**src/rtl/reg_pipeline_hs_if.sv**
```systemverilog
// Handshake bundle for reg_pipeline_hs: upstream valid/ready/data,
// downstream valid/ready/data, a synchronous flush and the occupancy count.
// The pipeline itself connects through the slave modport.
interface reg_pipeline_hs_if #(
  parameter int WIDTH = 8,
  parameter int DEPTH = 3
);
  localparam int OCC_W = $clog2(DEPTH + 1);

  logic             flush;
  logic             in_valid;
  logic             in_ready;
  logic [WIDTH-1:0] in_data;
  logic             out_valid;
  logic             out_ready;
  logic [WIDTH-1:0] out_data;
  logic [OCC_W-1:0] occupancy;

  // Producer/consumer side: drives the inputs of the pipeline.
  modport master (
    output flush,
    output in_valid,
    output in_data,
    output out_ready,
    input  in_ready,
    input  out_valid,
    input  out_data,
    input  occupancy
  );

  // Pipeline side.
  modport slave (
    input  flush,
    input  in_valid,
    input  in_data,
    input  out_ready,
    output in_ready,
    output out_valid,
    output out_data,
    output occupancy
  );
endinterface

```
**src/rtl/reg_pipeline_hs.sv**
```systemverilog
// Multi-stage register pipeline with valid/ready flow control.
// Each stage holds a WIDTH-bit word and a valid bit. Words move forward
// whenever the next stage is empty or is itself moving, so empty stages
// collapse as bubbles and a stall at the output backs up one stage at a
// time. The ready chain is combinational from out_ready, giving one word
// per cycle of throughput. Flush drops every held word at the next edge
// without touching the data registers.
module reg_pipeline_hs #(
  parameter int               WIDTH     = 8,
  parameter int               DEPTH     = 3,
  parameter logic [WIDTH-1:0] RESET_VAL = '0
) (
  input logic               clk,
  input logic               reset,
  reg_pipeline_hs_if.slave  bus
);
  localparam int OCC_W = $clog2(DEPTH + 1);

  logic [DEPTH-1:0] valid_q;
  logic [WIDTH-1:0] data_q [DEPTH];
  logic [OCC_W-1:0] occ_q;

  logic [DEPTH-1:0] move;
  logic [DEPTH-1:0] stage_ready;
  logic [DEPTH-1:0] load;
  logic             in_xfer;
  logic             out_xfer;

  // Ready chain, walked from the output back to stage 0. A stage moves when
  // it holds a word and the stage after it is empty or moving; a stage is
  // ready when it is empty or moving. The running term is kept in a local
  // so the chain is one straight combinational pass.
  always_comb begin
    logic chain;
    move        = '0;
    stage_ready = '0;
    chain       = valid_q[DEPTH-1] & bus.out_ready & ~bus.flush;
    move[DEPTH-1]        = chain;
    stage_ready[DEPTH-1] = ~valid_q[DEPTH-1] | chain;
    for (int i = DEPTH - 2; i >= 0; i--) begin
      chain          = valid_q[i] & (~valid_q[i+1] | chain);
      move[i]        = chain;
      stage_ready[i] = ~valid_q[i] | chain;
    end
  end

  // Load enables: stage 0 loads on an input transfer, every later stage
  // loads when it is ready and the stage behind it holds a word. Flush
  // suppresses all loads so data registers stay untouched that cycle.
  always_comb begin
    load    = '0;
    load[0] = in_xfer;
    for (int i = 1; i < DEPTH; i++) begin
      load[i] = stage_ready[i] & valid_q[i-1] & ~bus.flush;
    end
  end

  assign bus.in_ready  = stage_ready[0] & ~bus.flush;
  assign bus.out_valid = valid_q[DEPTH-1] & ~bus.flush;
  assign bus.out_data  = data_q[DEPTH-1];
  assign bus.occupancy = occ_q;

  assign in_xfer  = bus.in_valid & bus.in_ready;
  assign out_xfer = bus.out_valid & bus.out_ready;

  // Valid bits: a stage becomes full when it loads, stays full while it
  // neither loads nor moves, and empties when its word moves on.
  always_ff @(posedge clk or posedge reset) begin
    if (reset) begin
      valid_q <= '0;
    end else if (bus.flush) begin
      valid_q <= '0;
    end else begin
      for (int i = 0; i < DEPTH; i++) begin
        valid_q[i] <= load[i] | (valid_q[i] & ~move[i]);
      end
    end
  end

  // Data registers change only on load; an emptied stage keeps stale data.
  always_ff @(posedge clk or posedge reset) begin
    if (reset) begin
      for (int i = 0; i < DEPTH; i++) begin
        data_q[i] <= RESET_VAL;
      end
    end else begin
      if (load[0]) begin
        data_q[0] <= bus.in_data;
      end
      for (int i = 1; i < DEPTH; i++) begin
        if (load[i]) begin
          data_q[i] <= data_q[i-1];
        end
      end
    end
  end

  // Occupancy tracks words held: up on an input transfer, down on an
  // output transfer, cleared by flush.
  always_ff @(posedge clk or posedge reset) begin
    if (reset) begin
      occ_q <= '0;
    end else if (bus.flush) begin
      occ_q <= '0;
    end else begin
      occ_q <= occ_q + OCC_W'(in_xfer) - OCC_W'(out_xfer);
    end
  end
endmodule

```
**src/flat_wrapper.sv**
```systemverilog
// flat-port wrapper written by rule: the top's interface ports become plain ports
module reg_pipeline_hs_flat 
#(
  parameter int               WIDTH     = 8,
  parameter int               DEPTH     = 3,
  parameter logic [WIDTH-1:0] RESET_VAL = '0
)
  (clk, reset, bus_flush, bus_in_valid, bus_in_data, bus_out_ready, bus_in_ready, bus_out_valid, bus_out_data, bus_occupancy);
  reg_pipeline_hs_if #(.WIDTH(WIDTH), .DEPTH(DEPTH)) bus_i ();
  input logic clk;
  input logic reset;
  input wire logic [$bits(bus_i.flush)-1:0] bus_flush;
  input wire logic [$bits(bus_i.in_valid)-1:0] bus_in_valid;
  input wire logic [$bits(bus_i.in_data)-1:0] bus_in_data;
  input wire logic [$bits(bus_i.out_ready)-1:0] bus_out_ready;
  output wire logic [$bits(bus_i.in_ready)-1:0] bus_in_ready;
  output wire logic [$bits(bus_i.out_valid)-1:0] bus_out_valid;
  output wire logic [$bits(bus_i.out_data)-1:0] bus_out_data;
  output wire logic [$bits(bus_i.occupancy)-1:0] bus_occupancy;
  assign bus_i.flush = bus_flush;
  assign bus_i.in_valid = bus_in_valid;
  assign bus_i.in_data = bus_in_data;
  assign bus_i.out_ready = bus_out_ready;
  assign bus_in_ready = bus_i.in_ready;
  assign bus_out_valid = bus_i.out_valid;
  assign bus_out_data = bus_i.out_data;
  assign bus_occupancy = bus_i.occupancy;
  reg_pipeline_hs #(.WIDTH(WIDTH), .DEPTH(DEPTH), .RESET_VAL(RESET_VAL)) u_core (.clk(clk), .reset(reset), .bus(bus_i));
endmodule
```
**config.mk**
```make
export PLATFORM = sky130hd
export DESIGN_NAME = reg_pipeline_hs_flat
export DESIGN_NICKNAME = d
export VERILOG_FILES = /design/src/rtl/reg_pipeline_hs_if.sv /design/src/rtl/reg_pipeline_hs.sv /design/src/flat_wrapper.sv
export SDC_FILE = /design/constraint.sdc
export NUM_CORES = 1
export LEC_CHECK = 0
export ABC_AREA = 1
export CAP_MARGIN = 30
export CORE_UTILIZATION = 45
export CTS_CLUSTER_DIAMETER = 40
export CTS_CLUSTER_SIZE = 25
export DETAILED_ROUTE_END_ITERATION = 6
export PLACE_DENSITY_LB_ADDON = 0.12
export SLEW_MARGIN = 20
export SYNTH_ARGS = -nofsm -noshare
export SYNTH_HDL_FRONTEND = slang
export SYNTH_SLANG_ARGS = --single-unit
```
**constraint.sdc**
```tcl
create_clock -name clk -period 1.5 [get_ports clk]
set_input_delay 0.15 -clock clk [delete_from_list [all_inputs] [get_ports clk]]
set_output_delay 0.15 -clock clk [all_outputs]
set_load 0.01 [all_outputs]
```
== Word-level counts from Yosys, hierarchy flattened ==
Cells that the tools add are included.

* Output and inout port bits: 12
* Input port bits: 13
* Logic and storage cells: 35
* Flip-flop bits (word level): 29

* Bitwise logic cells: 26
* Muxes and demuxes: 2
* Add/sub/neg operators: 2

{| class="wikitable"
|+ Operator list
! cell !! count
|-
| $and 1x1->1 || 13
|-
| $not 1->1 || 7
|-
| $or 1x1->1 || 6
|-
| $mux 3 || 1
|-
| $add 2x1->2 || 1
|-
| $mux 2 || 1
|-
| $sub 2x1->2 || 1
|}

== Depth between registers and ports, before layout ==
* Depth after elaboration: 12
* Mapped depth: 9
* Gate-level depth less buffers: 8

== Worst setup path before layout ==
OpenSTA, ideal clock, no wires.

* Kind: reg-to-reg
* Start point: register u_core.valid_q[2]
* End point: register u_core.occ_q[1], in the netlist u_core.bus.occupancy[1]
* Path slack: 0.219 ns
* Buffers on the path: 0
* Library setup time: 0.118 ns
* Cell stages (with the launch flop): 9
* Arrival time: 1.162 ns
* Required time: 1.382 ns
* Cells stage by stage: dfrtp_1 inv_1 a21oi_4 nand3_2 nand3_2 inv_1 ha_1 xor2_1 nor2_1

* Longest elaborated chain between the ends: 12
* Elaborated cells on any way between the ends: 15

{| class="wikitable"
|+ RTL lines
! item !! RTL line !! RTL
|-
| start: declaration || reg_pipeline_hs.sv:19 || <nowiki>logic [DEPTH-1:0] valid_q;</nowiki>
|-
| start signal: indexed assignment || reg_pipeline_hs.sv:75 || <nowiki>valid_q[i] <= load[i] | (valid_q[i] & ~move[i]);</nowiki>
|-
| $and 1x1->1 (2 in a row) || reg_pipeline_hs.sv:37 || <nowiki>chain = valid_q[DEPTH-1] & bus.out_ready & ~bus.flush;</nowiki>
|-
| $or 1x1->1 * || reg_pipeline_hs.sv:41 || <nowiki>chain = valid_q[i] & (~valid_q[i+1] | chain);</nowiki>
|-
| $and 1x1->1 * || reg_pipeline_hs.sv:41 ||
|-
| $or 1x1->1 * || reg_pipeline_hs.sv:41 ||
|-
| $and 1x1->1 * || reg_pipeline_hs.sv:41 ||
|-
| $or 1x1->1 * || reg_pipeline_hs.sv:43 || <nowiki>stage_ready[i] = ~valid_q[i] | chain;</nowiki>
|-
| $and 1x1->1 * || reg_pipeline_hs.sv:58 || <nowiki>assign bus.in_ready = stage_ready[0] & ~bus.flush;</nowiki>
|-
| $and 1x1->1 * || reg_pipeline_hs.sv:63 || <nowiki>assign in_xfer = bus.in_valid & bus.in_ready;</nowiki>
|-
| net u_core.in_xfer || reg_pipeline_hs.sv:26 || <nowiki>logic in_xfer;</nowiki>
|-
| $add 2x1->2 * || reg_pipeline_hs.sv:106 || <nowiki>occ_q <= occ_q + OCC_W'(in_xfer) - OCC_W'(out_xfer);</nowiki>
|-
| $sub 2x1->2 * || reg_pipeline_hs.sv:106 ||
|-
| $mux 2 * || reg_pipeline_hs.sv:103 || <nowiki>end else if (bus.flush) begin</nowiki>
|-
| end signal: assignment || reg_pipeline_hs.sv:106 ||
|-
| end: declaration || reg_pipeline_hs.sv:21 || <nowiki>logic [OCC_W-1:0] occ_q;</nowiki>
|}

The timed path passes the listed nets; every way through them passes the cells marked *.
A chain may end at the register's enable or synchronous reset.

== Final worst setup path ==
* Start point: input bus_out_ready
* End point: register u_core.occ_q[1], in the netlist u_core.bus.occupancy[1]

* Longest elaborated chain between the ends: 12
* Elaborated cells on any way between the ends: 13

{| class="wikitable"
|+ RTL lines
! item !! RTL line !! RTL
|-
| start: declaration || flat_wrapper.sv:15 || <nowiki>input wire logic [$bits(bus_i.out_ready)-1:0] bus_out_ready;</nowiki>
|-
| $and 1x1->1 (2 in a row) || reg_pipeline_hs.sv:37 ||
|-
| $or 1x1->1 || reg_pipeline_hs.sv:41 ||
|-
| $and 1x1->1 || reg_pipeline_hs.sv:41 ||
|-
| $or 1x1->1 || reg_pipeline_hs.sv:41 ||
|-
| $and 1x1->1 || reg_pipeline_hs.sv:41 ||
|-
| $or 1x1->1 || reg_pipeline_hs.sv:43 ||
|-
| $and 1x1->1 || reg_pipeline_hs.sv:58 ||
|-
| $and 1x1->1 || reg_pipeline_hs.sv:63 ||
|-
| $add 2x1->2 || reg_pipeline_hs.sv:106 ||
|-
| $sub 2x1->2 * || reg_pipeline_hs.sv:106 ||
|-
| $mux 2 * || reg_pipeline_hs.sv:103 ||
|}

Mark *: on every way between the ends. The rest lies on a longest branch, timed or not.

==> results.py <==
metrics = {
    "die": {
        "rows": 19,
        "die_x_um": 56.8,
        "die_y_um": 56.8,
        "core-area_um2": 2810,
        "io-pin-count": 25,
        "start_util_pct": 48.2,
        "die_area_um2": 3230,
    },
    "sta": {
        "finClkSkew_ps": 8.07,
        "worstMarginPinSlew_ps": 363,
        "setup_viol": 0,
        "fmax_ghz": 0.717,
        "period_minus_slack_ps": 1400,
        "maxSlewViolCount": 0,
        "maxSlewHeadroom_pct": 75.8,
        "layout_worst_path_cycle_share_pct": 93.0,
        "finalHoldViolations": 0,
    },
    "grt": {
        "antenna_found_initial": 0,
        "track_usage_pct": 15.9,
        "overflow": 0,
        "grt_max_degree": 30,
        "grt_pass1_vias": 878,
        "grt_first_pass_wirelength_mm": 3.77,
    },
    "clock_network": {
        "clk_path_buf_depth": 2,
        "numCtsBuffers": 5,
        "clk_latency_ps": 320,
        "path_clk_slew_ps": 90,
        "post-cts-setup-buffers": 0,
        "root_buffer": "clkbuf_4",
        "cts_resized": 4,
        "cts_tree": "built",
        "cts_hold_buffers": 0,
        "cts.htree.levels": 2,
        "cts_num_sinks": 29,
    },
    "route": {
        "postRouteAntennaNets": 0,
        "routed_wl_mm": 2.18,
        "vias": 944,
        "drt_iter0_drc": 33,
        "via_per_inst": 4.70,
        "first_pass_iters": 6,
        "drc": 4,
        "wl_per_cell_um": 10.8,
    },
    "place": {
        "dp.cells": 193,
        "io_buffers": 24,
        "gp_routability_congestion": 0.803,
        "dp_hpwl_mm": 1.52,
    },
    "power_and_ir_drop": {
        "p_total_mw": 2.00,
        "irDropWorstVdd_v": 0.000465,
        "p_leak_nw": 0.834,
        "powerDensity_nw_per_um2": 1200,
    },
    "cells_and_area": {
        "fillerInstances": 269,
        "diodes": 0,
        "nets": 184,
        "final_layout_size_suffix_gt1_share_pct": 16.5,
        "area_delta_synth_final_pct": 23.2,
        "fin_cells": 201,
    },
    "synth": {
        "yosysTopAreaCellShare_pct": 53.7,
        "yosys-top-cells-area": "dfrtp_1, nand2_1, inv_1, o21ai_1, buf_4",
        "synth_common_cells": "nand2_1, dfrtp_1, inv_1",
        "synth.distinct_cells": 23,
        "ys_ff_latch": 29,
        "synthArstFlopShare_pct": 100,
        "ys.flop_type": "dfrtp_1",
        "syn_area_um2": 1350,
        "syn_nets": 159,
        "ys_seq_area_share_pct": 53.7,
        "synthMostInstantiatedCell": "nand2_1",
        "synth_edf_count": 0,
        "synth.largest_area_cell": "dfrtp_1",
        "syn_inst": 144,
        "synth_area_per_cell_um2": 9.39,
        "synth_warnings": 0,
    },
    "worst_setup_path": {
        "end_kind": "register",
        "arrival_ps": 1610,
        "crit_type": "input pin to register",
        "startpoint_type": "input pin",
        "required_ps": 1710,
        "path_max_fanout": 2,
    },
    "outcome": {
        "failed_checks": "DRC",
        "outcome": "finished, violations left",
    },
    "min_path": {
        "hp-class": "input pin to async pin",
    },
    "job": {
        "max_cap_violations": 0,
    },
}
-- state kept, by name, summed over array words and instances, names as in the netlist --
register / count
u_core.valid_q: 3
u_core.bus.out_data: 8
u_core.bus.occupancy: 2
u_core.data_q: 16
-- worst paths after layout --
check	startpoint	to	slack [ps]	cells past startpoint
max	bus_out_ready	u_core.bus.occupancy[1]	100	8
min	reset	u_core.bus.out_data[5]	190	3
max reg2reg	u_core.valid_q[2]	u_core.bus.occupancy[1]	120	7
min reg2reg	u_core.data_q[18]	u_core.data_q[18]	480	2
max in group asynchronous	reset	u_core.data_q[14]	1040	3
min in group clk	bus_flush	u_core.valid_q[1]	240	3
-- worst max-delay path: stages --
cell and delay [ps]:
clkdlybuf4s50_1 550, inv_1 80, nor3_2 140, ha_1 260, inv_1 70, ha_1 150, xor2_1 150, nor2_1 50
-- power breakdown --
group | switching, mW | internal [mW]
clock network | 0.258 | 0.398
registers | 0.0629 | 0.904
logic | 0.171 | 0.204
total | 0.492 | 1.51
-- logic make-up after synthesis --
group,after synthesis,synth area share (%)
AO/OA/AOI/OAI,20,8.51
XOR/XNOR,2,1.30
adder cells (fa/ha/maj),2,1.85
buffers and inverters,41,15.9
flip-flops,29,53.7
AND/OR/NAND/NOR,50,18.8
-- per-layer routing --
| layer | vias to the layer above | part of all wire, % | track usage [%] |
|---|---|---|---|
| met1 | 419 | 48 | 20.4 |
| met4 | 0 | 2.7 | 9.41 |
| met5 | - | 0 | 0 |
| li1 | 492 | - | - |
| met3 | 7 | 5.2 | 4.61 |
| met2 | 26 | 44 | 24.0 |
-- layout make-up --
type / count / area (um^2) / area share [%]
clock buffer: 7 / 55.1 / 3.30
clock inverter: 1 / 30.0 / 1.80
inverter: 27 / 104 / 6.23
multi-input combinational: 74 / 417 / 25.0
sequential: 29 / 726 / 43.5
tap: 31 / 38.8 / 2.33
timing repair buffer: 32 / 297 / 17.8
-- per-stage QoR --
step | worst slack [ps] | hold slack [ps] | TNS, ps | area (um^2) | utilization (%)
after global routing | -3.56 | 217 | -3.56 | 1670 | 59.4
after floorplan | 219 | 228 | 0 | 1350 | -
after global placement | -199 | 457 | -652 | 1580 | 56.3
final | 105 | 185 | 0 | 1670 | 59.4
after detailed placement | -286 | 461 | -839 | 1580 | 56.3
after CTS | 2.36 | 194 | 0 | 1660 | 59.3
-- layout by cell type (no fill, tap or decap), types with 2 or more instances in the layout --
master,instances
clkbuf_4,5
o21ai_1,15
inv_1,24
nand4_1,8
nand2_1,32
clkdlybuf4s50_1,21
nand3_2,2
a21oi_1,3
buf_4,8
nand3_4,2
dfrtp_1,29
nand2_2,2
inv_2,2
ha_1,2
nor2_1,3
Note: power is estimated with default switching activity, not from simulation.
==> variant 1: new RTL, same settings <==
Reset style: synchronous (`reset`), changed in 3 clocked blocks.
--- a/src/rtl/reg_pipeline_hs.sv
+++ b/src/rtl/reg_pipeline_hs.sv
@@ -67,3 +67,3 @@
   // neither loads nor moves, and empties when its word moves on.
-  always_ff @(posedge clk or posedge reset) begin
+  always_ff @(posedge clk) begin
     if (reset) begin
@@ -80,3 +80,3 @@
   // Data registers change only on load; an emptied stage keeps stale data.
-  always_ff @(posedge clk or posedge reset) begin
+  always_ff @(posedge clk) begin
     if (reset) begin
@@ -99,3 +99,3 @@
   // output transfer, cleared by flush.
-  always_ff @(posedge clk or posedge reset) begin
+  always_ff @(posedge clk) begin
     if (reset) begin
Check against the original RTL: differs if reset is asserted again (counterexample within 4 cycles, from zero or initial values and one cycle with reset high); with reset held inactive, the same outputs for 10 cycles.
==> variant 1 against the original RTL <==
The run ends with setup timing left; setup slack got worse by 0.11 ns; global-route usage decreased by 1.7 points; routed wire length decreased by 12%; non-clock buffer count rose by 2; final area is 4.6% higher; sequential cell count stayed put; synthesized cell count down 13%; core utilization grew 3.3 points; clock skew is 0.0022 ns higher; count of clock-buffer cells in the layout fell by 1; area after synthesis is 1.2% lower; critical path type is now flop to flop.
Power is not compared: it rests on default switching activity, and its combinational part moved more than twofold at a synthesized area within 25%.
==> variant 1: results (changes against the original RTL) <==
largest delay contributor family on the critical path = flip-flops (was buffers and inverters)
register area share after synthesis = 0.614 (was 0.537)
Syn Nets = 141 (was 159)
DP Wirelength = 1370 um (was 1520 um)
R2R depth = 9 (was 7)
DR iter-0 viols = 7 (was 33)
Mapped Cells = 126 (was 144)
final wirelength = 1920 um (was 2180 um)
WP data arrival = 1.58 ns (was 1.61 ns)
Worst-Margin Slew = 0.337 ns (was 0.363 ns)
Async S/R FF share, synth = 0 (was 1.00)
Synth area leaders = edfxtp_1 54%, inv_1 9.0%, dfxtp_1 7.5% (was dfrtp_1 54%, nand2_1 8.9%, inv_1 6.9%)
pin count of the biggest net entering global routing = 10 (was 30)
Post-Route Setup TNS = -0.00309 ns (was 0 ns)
layout cells sized above 1 = 0.266 (was 0.165)
CP peak stage delay = 0.35 ns (was 0.55 ns)
top cells by count, synth = 32 x inv_1, 24 x edfxtp_1, 21 x nor2_1, 10 x nor2_2 (was 32 x nand2_1, 29 x dfrtp_1, 25 x inv_1, 15 x o21ai_1)
worst r2r src = u_core.valid_q[2] (unchanged)
clk root buf = clkbuf_4 (unchanged)
clock skew = 0.0103 ns (was 0.00807 ns)
Pre-antenna DRT Iters = 3 (was 6)
hold path start = bus_out_ready
worst skew pair latency = 0.32 ns (about the same)
Final Wtd Congestion = 0.765 (was 0.803)
count of different cell masters after synthesis = 20 (was 23)
hold path depth = 4
vias in the first global route = 772 (was 878)
# fillers = 227 (was 269)
ys flop type = edfxtp_1 (was dfrtp_1)
Worst VDD drop = 0.000877 V
worst reg2reg path endpoint = u_core.data_q[0][4] (was u_core.bus.occupancy[1])
Final Worst Setup Slack = -0.00188 ns (was 0.105 ns)
initial antenna violation count = 0 (unchanged)
mean routed wirelength per cell = 10.2 um (was 10.8 um)
global-route wire length before repair = 3240 um (was 3770 um)
failing checks = setup timing (was DRC)
CP max FO = 7 (was 2)
max FFs per register = 24 (was 16)
nets = 172 (was 184)
Leakage = 0.776 nW
area post-placement = 1630 um^2 (was 1580 um^2)
outcome = finished, violations left (unchanged)
final setup vio count = 2 (was 0)
Reg with most FFs = u_core.data_q (unchanged)
placed cell count = 180 (was 193)
I/O Buffers = 24 (unchanged)
Setup CP Type = flop to flop (was input pin to flop)
CP max stage cell = dfxtp_2 (was clkdlybuf4s50_1)
Via Count = 829 (was 944)
CP startpoint = u_core.valid_q[2] (was bus_out_ready)
Post-synth EDFFs = 24 (was 0)
Min-Delay Path Class = input pin to flop (was input pin to asynchronous set/reset pin)
Tot GR Track Use = 0.142 (was 0.159)
-- variant 1: cell types whose count changed in the layout (fill, tap and decap cells not counted), moves of 6 or more --
cell | before | now
nor2_2 | 0 | 10
dfrtp_1 | 29 | 0
nand4_1 | 8 | 0
nand2_1 | 32 | 8
edfxtp_1 | 0 | 24
o21ai_1 | 15 | 0
inv_1 | 24 | 30
nor2_1 | 3 | 21
-- variant 1: timing repair --
action	CTS	global route
pin swaps	2	4
resized for setup	6	7
setup buffers	0	1
endpoints found under the setup margin	27	35
-- variant 1: layer usage --
metal	routed length (um)	track usage	up-vias
li1	-	-	435
met1	797	0.156	367
met2	975	0.227	20
met3	88	0.0484	7
met4	62	0.105	0
met5	0	0	-
-- variant 1: metrics by stage --
step | worst slack (ns) | power, mW | hold slack (ns) | utilization
finish | -0.00188 | 1.69 | 0.404 | 0.627
global route | -0.0465 | 1.76 | 0.433 | 0.627
CTS | -0.0184 | 1.70 | 0.384 | 0.615
detailed placement | -0.396 | 1.11 | 0.498 | 0.587
global placement | -0.317 | 1.10 | 0.482 | 0.587
floorplan | 0.0118 | 1.03 | 0.329 | -
-- variant 1: cell type report --
type | count | share of cell area
sequential | 29 | 0.472
timing repair buffer | 34 | 0.202
multi-input combinational | 54 | 0.190
tap | 31 | 0.0223
inverter | 33 | 0.0711
clock buffer | 6 | 0.0237
clock inverter | 2 | 0.0194
-- variant 1: power breakdown --
part / internal, mW / switching (mW) / leakage [nW] / total (mW)
logic: 0.0859 / 0.0793 / 0.445 / 0.165
clock network: 0.347 / 0.255 / 0.0399 / 0.602
registers: 0.911 / 0.0107 / 0.291 / 0.922
-- variant 1: cells by family after synthesis --
group,after synthesis,synth area share
buf+inv,43,0.161
flops,29,0.614
simple gates,45,0.166
fa+ha+maj,2,0.0187
compound gates,6,0.0337
xor+xnor,1,0.00656
==> variant 2: new RTL, same flow settings <==
Without the edit above. `DEPTH` is set to 3 in 3 places; all go to 6.
--- a/src/rtl/reg_pipeline_hs_if.sv
+++ b/src/rtl/reg_pipeline_hs_if.sv
@@ -5,3 +5,3 @@
   parameter int WIDTH = 8,
-  parameter int DEPTH = 3
+  parameter int DEPTH = 6
 );
--- a/src/rtl/reg_pipeline_hs.sv
+++ b/src/rtl/reg_pipeline_hs.sv
@@ -9,3 +9,3 @@
   parameter int               WIDTH     = 8,
-  parameter int               DEPTH     = 3,
+  parameter int               DEPTH     = 6,
   parameter logic [WIDTH-1:0] RESET_VAL = '0
--- a/src/flat_wrapper.sv
+++ b/src/flat_wrapper.sv
@@ -4,3 +4,3 @@
   parameter int               WIDTH     = 8,
-  parameter int               DEPTH     = 3,
+  parameter int               DEPTH     = 6,
   parameter logic [WIDTH-1:0] RESET_VAL = '0
Ports: changed (resized bus_occupancy); port bits go from 25 to 26. No check against the original RTL was run, so the function may have changed too.
==> variant 2 against the original RTL <==
The flow finishes with violations (setup timing); total power up 93%; routed wire length is 72% higher; sequential cell count rose by 28; combinational power rose by 7.5%; non-clock buffer count rose by 18; fmax is 20% lower; area after synthesis grew 75%; clock power increased by 150%; via count up 72%; setup slack worse by 0.35 ns; critical path depth grew 3; sequential power rose by 90%; final area is 86% higher; first-iteration DRC count is 97% higher.
==> variant 2: results (changes against the original RTL) <==
final setup vio count = 3 (was 0)
Syn Nets = 257 (was 159)
top cells by count, synth = 57 x dfrtp_1, 42 x nand2_1, 34 x inv_1, 21 x nor2_1, 18 x a21oi_1 (was 32 x nand2_1, 29 x dfrtp_1, 25 x inv_1, 15 x o21ai_1)
R2R depth = 11 (was 7)
DP Wirelength = 2440 um (was 1520 um)
outcome = finished, violations left (unchanged)
register area share after synthesis = 0.602 (was 0.537)
max FFs per register = 40 (was 16)
Reg area = 1430 um^2 (was 726 um^2)
Pre-antenna DRT Iters = 4 (was 6)
WP data arrival = 2.01 ns (was 1.61 ns)
count of different cell masters after synthesis = 25 (was 23)
failing checks = setup timing (was DRC)
worst r2r src = u_core.valid_q[5] (was u_core.valid_q[2])
layout cells sized above 1 = 0.216 (was 0.165)
sequential share of power = 0.478 (was 0.484)
clk root buf = clkbuf_8 (was clkbuf_4)
P_sw = 0.892 mW (was 0.492 mW)
sequential power = 1.84 mW (was 0.967 mW)
CP peak stage delay = 0.39 ns (was 0.55 ns)
DR iter-0 viols = 65 (was 33)
Final Worst Setup Slack = -0.245 ns (was 0.105 ns)
final wirelength = 3740 um (was 2180 um)
comb pwr = 0.403 mW (was 0.375 mW)
Synth area leader = dfrtp_1 (unchanged)
Tot GR Track Use = 0.160 (was 0.159)
diode count = 0 (unchanged)
Worst VDD drop = 0.000636 V (was 0.000465 V)
Worst-Margin Slew = 0.306 ns (was 0.363 ns)
# fillers = 460 (was 269)
global-route wire length before repair = 6450 um (was 3770 um)
Post-Route Setup TNS = -0.654 ns (was 0 ns)
I/O Buffers = 25 (was 24)
total CTS buffers = 9 (was 5)
largest delay contributor family on the critical path = adder cells (was buffers and inverters)
area post-placement = 2820 um^2 (was 1580 um^2)
Final Wtd Congestion = 0.711 (was 0.803)
pin count of the biggest net entering global routing = 58 (was 30)
Worst-path clk slew = 0.07 ns (was 0.09 ns)
nets = 303 (was 184)
Synth area leaders = dfrtp_1 60%, nand2_1 6.7%, inv_1 5.4% (was dfrtp_1 54%, nand2_1 8.9%, inv_1 6.9%)
Setup CP Type = flop to flop (was input pin to flop)
final hold slack = 0.240 ns (was 0.185 ns)
clock skew = 0.00894 ns (was 0.00807 ns)
Leakage = 1.53 nW (was 0.834 nW)
H-tree depth = 3 (was 2)
vias in the first global route = 1505 (was 878)
Via Count = 1625 (was 944)
CP max stage cell = fa_1 (was clkdlybuf4s50_1)
==> variant 2: what timing repair did <==
action | in CTS | in global routing
pin swaps | 5 | 3
endpoints found under the hold margin | 0 | 0
cloned | 0 | 1
hold buffers | 0 | 0
endpoints found under the setup margin | 4 | 6
buffers inserted | 3 | 3
gates resized for setup | 6 | 5
==> variant 2: worst reg2reg max path, cell delays in order, from the launching register on <==
cell and delay (ns):
dfrtp_1 0.37, inv_2 0.06, a21oi_4 0.13, nand3_2 0.12, nor2_4 0.13, nand3_4 0.09, nand3_4 0.07, inv_2 0.05
ha_4 0.14, inv_2 0.04, fa_1 0.39, nor2_1 0.10
==> variant 2: metrics by stage <==
step / cells / worst slack, ns
4_1_cts: 358 / -0.275
2_1_floorplan: 241 / -0.339
5_1_grt: 362 / -0.362
3_3_place_gp: 339 / -0.581
6_report: 362 / -0.245
3_5_place_dp: 339 / -0.676
==> variant 2: cells by family after synthesis <==
| group | count (synthesis) | share of synthesized area |
|---|---|---|
| buffers and inverters | 51 | 0.0993 |
| adders and majority gates | 3 | 0.0190 |
| AOI/OAI and AO/OA | 43 | 0.0956 |
| muxes | 3 | 0.0143 |
| xor gates and xnor gates | 2 | 0.00739 |
| DFF | 57 | 0.602 |
| and+or+nand+nor | 82 | 0.163 |
==> variant 2: layer usage <==
| layer | track usage | part of all wire | up-vias |
|---|---|---|---|
| li1 | - | - | 855 |
| met1 | 0.202 | 0.49 | 736 |
| met2 | 0.244 | 0.46 | 28 |
| met3 | 0.0528 | 0.034 | 6 |
| met4 | 0.0818 | 0.014 | 0 |
| met5 | 0 | 0 | - |
==> variant 2: cell type report <==
cell class	count	area share
repair buffers	50	0.156
clock inverters	5	0.0250
inverters	35	0.0435
flip-flops and latches	57	0.460
well taps	70	0.0282
multi-input cells	134	0.239
clock buffers	11	0.0488
